==> config.mk <==
export PLATFORM = sky130hd
export DESIGN_NAME = arbitro_rr
export DESIGN_NICKNAME = d
export VERILOG_FILES = /design/src/rtl/arbitro_rr.sv
export SDC_FILE = /design/constraint.sdc
export NUM_CORES = 1
export LEC_CHECK = 0
export CORE_AREA = 2 2 39 41
export CTS_CLUSTER_DIAMETER = 120
export DETAILED_ROUTE_END_ITERATION = 16
export DIE_AREA = 0 0 41 43
export GPL_ROUTABILITY_DRIVEN = 0
export SETUP_SLACK_MARGIN = 0.4
export SLEW_MARGIN = 0
export SYNTH_ARGS = -nofsm -noshare
export SYNTH_HDL_FRONTEND = slang
export SYNTH_SLANG_ARGS = --single-unit
export TNS_END_PERCENT = 50
==> constraint.sdc <==
create_clock -name clk -period 5.83 [get_ports clk]
set_input_delay 0.583 -clock clk [delete_from_list [all_inputs] [get_ports clk]]
set_output_delay 0.583 -clock clk [all_outputs]
set_load 0.02 [all_outputs]
==> src/rtl/arbitro_rr.sv <==
//============================================================================
// Module      : arbitro_rr
// Description : Registered N-requester bus arbiter. Fixed-priority or
//               round-robin selection, optional preemption (fixed priority
//               only) and an optional max-hold fairness limit. grant_num
//               drives the select of the shared-resource mux.
// Revision    : 1.0 - initial release
//============================================================================
`default_nettype none

module arbitro_rr #(
  parameter  int N        = 4,   // number of requesters (>=2), index 0 = highest
  parameter  int MODE     = 0,   // 0 = fixed priority, 1 = round-robin
  parameter  int PREEMPT  = 1,   // higher-priority request steals grant (MODE=0)
  parameter  int MAX_HOLD = 0,   // max consecutive grant cycles while others wait
  localparam int W        = (N > 1) ? $clog2(N) : 1
) (
  input  logic         clk,
  input  logic         rst,
  input  logic [N-1:0] req,
  output logic [N-1:0] grant,
  output logic [W-1:0] grant_num,
  output logic         available
);

  // Hold counter only needs to reach MAX_HOLD-1; keep at least one bit.
  localparam int HW = (MAX_HOLD > 1) ? $clog2(MAX_HOLD) : 1;
  localparam logic [HW-1:0] HOLD_LAST = (MAX_HOLD > 0) ? HW'(MAX_HOLD - 1) : '0;
  localparam bit PREEMPT_EN = (PREEMPT != 0) && (MODE == 0);
  localparam bit HOLD_EN    = (MAX_HOLD != 0);
  localparam bit RR_EN      = (MODE == 1);

  typedef enum logic [0:0] {
    S_IDLE = 1'b0,
    S_BUSY = 1'b1
  } state_t;

  state_t        state;
  logic [HW-1:0] hold_cnt;
  logic [W-1:0]  rr_ptr;

  // Decision signals for the next edge
  logic          take;       // load a new owner
  logic [W-1:0]  take_idx;   // index of the new owner
  logic          drop;       // return to idle
  logic          bump;       // advance the hold counter

  // Helper vectors derived from the current owner
  logic          owner_req;  // current owner still requesting
  logic [N-1:0]  higher;     // requests with higher fixed priority than owner
  logic [N-1:0]  others;     // requests from anyone except the owner
  logic [W-1:0]  base_pick;  // winner from idle or after a release
  logic [W-1:0]  pre_pick;   // winner among higher-priority requesters
  logic [W-1:0]  force_pick; // winner of a forced handoff

  // First set bit of v, scanning upward from index start and wrapping mod N.
  function automatic logic [W-1:0] pick_from(input logic [N-1:0] v, input int start);
    logic [W-1:0] res;
    logic         found;
    logic [N-1:0] sh;
    int           idx;
    res   = '0;
    found = 1'b0;
    for (int i = 0; i < N; i++) begin
      idx = (start + i) % N;
      sh  = v >> idx;
      if (!found && sh[0]) begin
        res   = W'(idx);
        found = 1'b1;
      end
    end
    return res;
  endfunction

  // Grant is one-hot, so grant-1 masks every index below the owner.
  assign owner_req = |(req & grant);
  assign higher    = req & (grant - N'(1));
  assign others    = req & ~grant;

  // Candidate winners for each kind of transition
  always_comb begin
    base_pick  = RR_EN ? pick_from(req, int'(rr_ptr) + 1) : pick_from(req, 0);
    pre_pick   = pick_from(higher, 0);
    force_pick = pick_from(others, int'(grant_num) + 1);
  end

  // Next-edge decision, evaluated in the rule priority order of the BUSY state
  always_comb begin
    take     = 1'b0;
    take_idx = '0;
    drop     = 1'b0;
    bump     = 1'b0;
    case (state)
      S_IDLE: begin
        if (|req) begin
          take     = 1'b1;
          take_idx = base_pick;
        end
      end
      S_BUSY: begin
        if (!owner_req) begin
          // Release: hand straight to the next requester or go idle.
          if (|req) begin
            take     = 1'b1;
            take_idx = base_pick;
          end else begin
            drop = 1'b1;
          end
        end else if (PREEMPT_EN && (|higher)) begin
          take     = 1'b1;
          take_idx = pre_pick;
        end else if (HOLD_EN && (hold_cnt == HOLD_LAST) && (|others)) begin
          take     = 1'b1;
          take_idx = force_pick;
        end else begin
          bump = HOLD_EN && (hold_cnt != HOLD_LAST);
        end
      end
      default: drop = 1'b1;
    endcase
  end

  // Arbiter state machine with registered grant outputs
  always_ff @(posedge clk) begin
    if (rst) begin
      state     <= S_IDLE;
      grant     <= '0;
      grant_num <= '0;
      available <= 1'b1;
      hold_cnt  <= '0;
      rr_ptr    <= W'(N - 1);
    end else if (take) begin
      state     <= S_BUSY;
      grant     <= N'(1) << take_idx;
      grant_num <= take_idx;
      available <= 1'b0;
      hold_cnt  <= '0;
      rr_ptr    <= take_idx;
    end else if (drop) begin
      state     <= S_IDLE;
      grant     <= '0;
      grant_num <= '0;
      available <= 1'b1;
      hold_cnt  <= '0;
    end else if (bump) begin
      hold_cnt  <= hold_cnt + HW'(1);
    end
  end

  // Structural invariants of the grant outputs
  a_onehot : assert property (@(posedge clk) disable iff (rst) $onehot0(grant));
  a_avail  : assert property (@(posedge clk) disable iff (rst) available == (grant == '0));
  a_num    : assert property (@(posedge clk) disable iff (rst)
                              (grant == '0) ? (grant_num == '0) : grant[grant_num]);

endmodule

`default_nettype wire
* After elaboration in Yosys (flattened, before gate mapping)
Cells that the tools add are included.
Storage, ports and cells: register bits after elaboration 8, input port bits 6, output and inout bits 7, logic and storage cells 56
Cells by class: add/subtract/negate cells 1, shifts and indexed selects 1, mux-type cells 31, bitwise operators 3, reduce and logical (&&, ||, !) cells 16
Operator list (number):
- 2-to-1 mux 1 bit | 18
- 2-to-1 mux 2 bit | 9
- OR reduction 4 bit | 3
- bitwise AND 4 bit | 2
- 2-to-1 mux 4 bit | 2
- logical AND 1 bit | 6
- zero test 1 bit | 6
- one-hot mux 2 bit (2 select lines) | 1
- << shifter 1 x 2 -> 4 bit (first input constant) | 1
- subtractor 4 x 1 -> 4 bit (second input constant) | 1
- one-hot mux 1 bit (2 select lines) | 1
- nonzero test 2 bit | 1
- NOT 1 bit | 1

* Depth between registers and ports, before layout
depth in word-level cells 17, depth in mapped cells 7, gate-level depth less buffers 7

* Least setup slack after synthesis
Ideal clock, no wire load.
path kind reg2reg, start point register grant[0], end point register grant[2], setup time 0.115 ns, arrival time 1.911 ns, data required time 5.715 ns, slack 3.804 ns, stages on the path, launching flop included 8, buffers on the path 0, period minus slack after synthesis 2.026 ns, path through dfxtp_1 -> inv_1 -> ha_1 -> xor2_1 -> a221oi_2 -> o22ai_1 -> nor3b_1 -> o21ba_2
Between the ends: word-level cells in the longest chain between the ends 17, elaborated cells on any way between the ends 28, those cells by class 1 x add/sub; 1 x shift; 15 x mux; 2 x bitwise; 9 x reduce/logical
RTL lines:
- start, declared | line 21 | output logic [N-1:0] grant,
- start signal, assigned | line 134 | grant <= N'(1) << take_idx;
- subtractor 4 x 1 -> 4 bit | line 77 | assign higher = req & (grant - N'(1));
- bitwise AND 4 bit | line 77
- 2-to-1 mux 1 bit | line 67 | if (!found && sh[0]) begin
- zero test 1 bit | line 67
- logical AND 1 bit | line 67
- 2-to-1 mux 1 bit | line 67
- zero test 1 bit | line 67
- logical AND 1 bit | line 67
- 2-to-1 mux 1 bit | line 67
- zero test 1 bit | line 67
- logical AND 1 bit | line 67
- 2-to-1 mux 2 bit | line 67
- 2-to-1 mux 2 bit | line 109 | end else if (PREEMPT_EN && (|higher)) begin
- 2-to-1 mux 2 bit | line 101 | if (!owner_req) begin
- one-hot mux 2 bit (2 select lines) | line 93 | case (state)
- << shifter 1 x 2 -> 4 bit | line 134
- 2-to-1 mux 4 bit | line 132 | end else if (take) begin
Parallel ways exist; a longest one is shown, timed or not. A chain may end at the register's enable or synchronous reset.

* Worst setup path in the final report
start point input req[3], end point register grant[0]
Between the ends: word-level cells in the longest chain between the ends 8, elaborated cells on any way between the ends 23, those cells by class 1 x shift; 14 x mux; 2 x bitwise; 6 x reduce/logical
RTL lines:
- start, declared | line 20 | input logic [N-1:0] req,
- bitwise AND 4 bit | line 77
- logical AND 1 bit | line 67
- 2-to-1 mux 2 bit | line 67
- 2-to-1 mux 2 bit | line 109
- 2-to-1 mux 2 bit | line 101
- one-hot mux 2 bit (2 select lines) | line 93
- << shifter 1 x 2 -> 4 bit | line 134
- 2-to-1 mux 4 bit | line 132
Parallel ways exist; a longest one is shown, timed or not.

==> flow_summary.json <==
{
  "nets": 83,
  "die_y_um": 43,
  "syn_to_final_growth_pct": 32.1,
  "grt_max_degree": 9,
  "p_per_area_nw_per_um2": 224,
  "max_freq_ghz": 0.423,
  "required_ps": 5960,
  "yosysUniqueCellTypes": 29,
  "synth.avg_cell_area_um2": 8.59,
  "worst_slew_pin_slew_ps": 490,
  "cts_tree": "yes",
  "clock-sinks": 8,
  "synth-seq-area-share_pct": 31.6,
  "finalCritPeriodShare_pct": 40.5,
  "worstSetupPathType": "input port to register",
  "ys_ff_latch": 8,
  "regArea_um2": 160,
  "fin_skew_ps": 0.560,
  "htreeDepth": 1,
  "worstHoldPathCells": 2,
  "clkSlewWorstSetupHoldPaths_ps": 50,
  "place_ws_ps": 3240,
  "rsz0062_at_grt": "false",
  "synthSimpleGateAreaFrac_pct": 20.2,
  "synth_top_family_by_area": "compound AO/OA/AOI/OAI gates",
  "vdd_drop_max_mv": 0.118,
  "relSlewSlack_pct": 67.1,
  "initial_utilization_pct": 36.6,
  "clock-root-buffer": "clkbuf_4",
  "postCtsSetupBuffers": 0,
  "synthXorXnorAreaFrac_pct": 1.73,
  "grt_pass1_wl_um": 1740,
  "diodes": 0,
  "routedWlPerCell_um": 12.7,
  "synth_compound_area_share_pct": 40.2,
  "avgViaCountPerCell": 5.43,
  "muxShareOfSynthArea_pct": 0,
  "hold_slack_ps": 500,
  "antenna_found_initial": 0,
  "postRouteAntennaNets": 0,
  "total_power_mw": 0.150,
  "hpwl_um": 882,
  "place_area_um2": 647,
  "num-fill-cells": 148,
  "syn_inst": 59,
  "synthTopCellsByArea": "dfxtp_1, a21oi_1, a221oi_2",
  "synth_adder_area_share_pct": 2.47,
  "crit_path_start_kind": "input port",
  "final_area_um2": 669,
  "fin_cells": 90,
  "hold_path_class": "register to register",
  "firstDrtPassIters": 3,
  "maxCapViolCount": 0,
  "yosys.area.top_type_share_pct": 31.6,
  "portBuffers": 12,
  "drv_slew": 0,
  "dp_cells": 87,
  "syn_area_um2": 507,
  "r2r_cells": 7,
  "cts_buffers": 3,
  "hold_buffers": 0,
  "clkLatencyLatePin_ps": 240,
  "fin_util_pct": 48.4,
  "post_cts_resized": 0,
  "ios": 13,
  "drt_iter0_drc": 1,
  "dieArea_um2": 1760,
  "fin_ws_ps": 3470,
  "setup_tns_ps": 0,
  "synthesis.nets": 66,
  "finalSetupViolCount": 0,
  "worst_ep_arrival_time_ps": 2500,
  "synth_top_area_cell": "dfxtp_1",
  "track_usage_pct": 14.5,
  "hold_violations": 0,
  "route.detailed.drc": 0,
  "first_global_vias": 442,
  "overflow": 0,
  "synth_warnings": 0,
  "die-width_um": 41,
  "final_layout_size_suffix_gt1_share_pct": 10.8,
  "multi_input_area_um2": 328,
  "run_status": "finished clean",
  "core_um2": 1380,
  "clockBufferDepth": 2,
  "drt-total-wl_um": 1140,
  "critPathMaxFanout": 7,
  "p_leak_nw": 0.253,
  "crit_path_end_kind": "register",
  "vias": 489,
  "rows": 14,
  "period_needed_ps": 2360
}
-- metal layers --
| metal | track usage, % | vias to the layer above | routed length, um |
|---|---|---|---|
| met5 | 0 | - | 0 |
| met4 | 12.0 | 0 | 9 |
| met3 | 1.57 | 2 | 45 |
| met2 | 21.3 | 11 | 516 |
| met1 | 17.9 | 216 | 567 |
| li1 | - | 260 | - |
-- layout by cell type, fill, tap and decap left out, types with 2 or more instances in the layout --
| cell | instances |
|---|---|
| o21ai_0 | 2 |
| a21oi_1 | 6 |
| nor2b_1 | 2 |
| nor2_1 | 5 |
| inv_1 | 5 |
| nand2_1 | 2 |
| a221oi_2 | 2 |
| clkbuf_4 | 3 |
| clkdlybuf4s50_1 | 12 |
| dfxtp_1 | 8 |
| nand2b_1 | 2 |
| nor3_1 | 3 |
| a32o_1 | 2 |
| o21bai_1 | 2 |
| a22o_1 | 2 |
-- kinds of logic after synthesis --
family,Yosys count
adders and majority gates,1
buffers and inverters,5
AOI/OAI and AO/OA,25
xor gates and xnor gates,1
and+or+nand+nor,19
DFF,8
-- cell usage after synthesis --
| cell type | instances |
|---|---|
| nor3b_1 | 1 |
| a31oi_1 | 1 |
| a22o_1 | 2 |
| a32o_1 | 2 |
| o21ai_0 | 2 |
| dfxtp_1 | 8 |
| o311a_1 | 1 |
| xor2_1 | 1 |
| a211oi_1 | 1 |
| and2_1 | 1 |
| o21bai_1 | 2 |
| a21oi_1 | 6 |
| nor3_1 | 3 |
| o211a_4 | 1 |
| nor2b_1 | 2 |
| or4_4 | 1 |
| ha_1 | 1 |
| nand2_1 | 2 |
| o31ai_1 | 1 |
| nor4_1 | 1 |
| a221oi_2 | 2 |
| o22ai_1 | 1 |
| o2111ai_1 | 1 |
| o21a_1 | 1 |
| nor2_1 | 5 |
| nand2b_1 | 2 |
| inv_1 | 5 |
| nand3_1 | 1 |
| o21ba_2 | 1 |
-- cell type report --
class                           count  share of cell area [%]
Multi-Input combinational cell     46                    49.0
Sequential cell                     8                    23.9
Timing Repair Buffer               12                    17.9
Clock buffer                        3                    3.36
Tap cell                           16                    2.99
Inverter                            5                    2.80
-- critical path, stage by stage --
cell and delay (ps):
clkdlybuf4s50_1 520, a22o_1 290, o21a_1 250, nor3_1 450
nor3_1 120, a32o_1 280
-- final timing paths --
kind	start	to	slack, ps
max reg2reg	grant[0]	grant[2]	3710
min	grant_num[0]	grant_num[0]	500
max	req[3]	grant[0]	3470
min reg2reg	grant_num[0]	grant_num[0]	500
-- power by group --
group | internal [mW] | switching (mW)
sequential | 0.0586 | 0.00506
combinational | 0.0226 | 0.0238
clock | 0.0234 | 0.0164
total | 0.105 | 0.0453
-- registers in the layout, summed over array words and instances, names as in the netlist --
register / count
state: 1
available: 1
grant: 4
grant_num: 2
No activity file was read; power rests on OpenSTA's default activity.
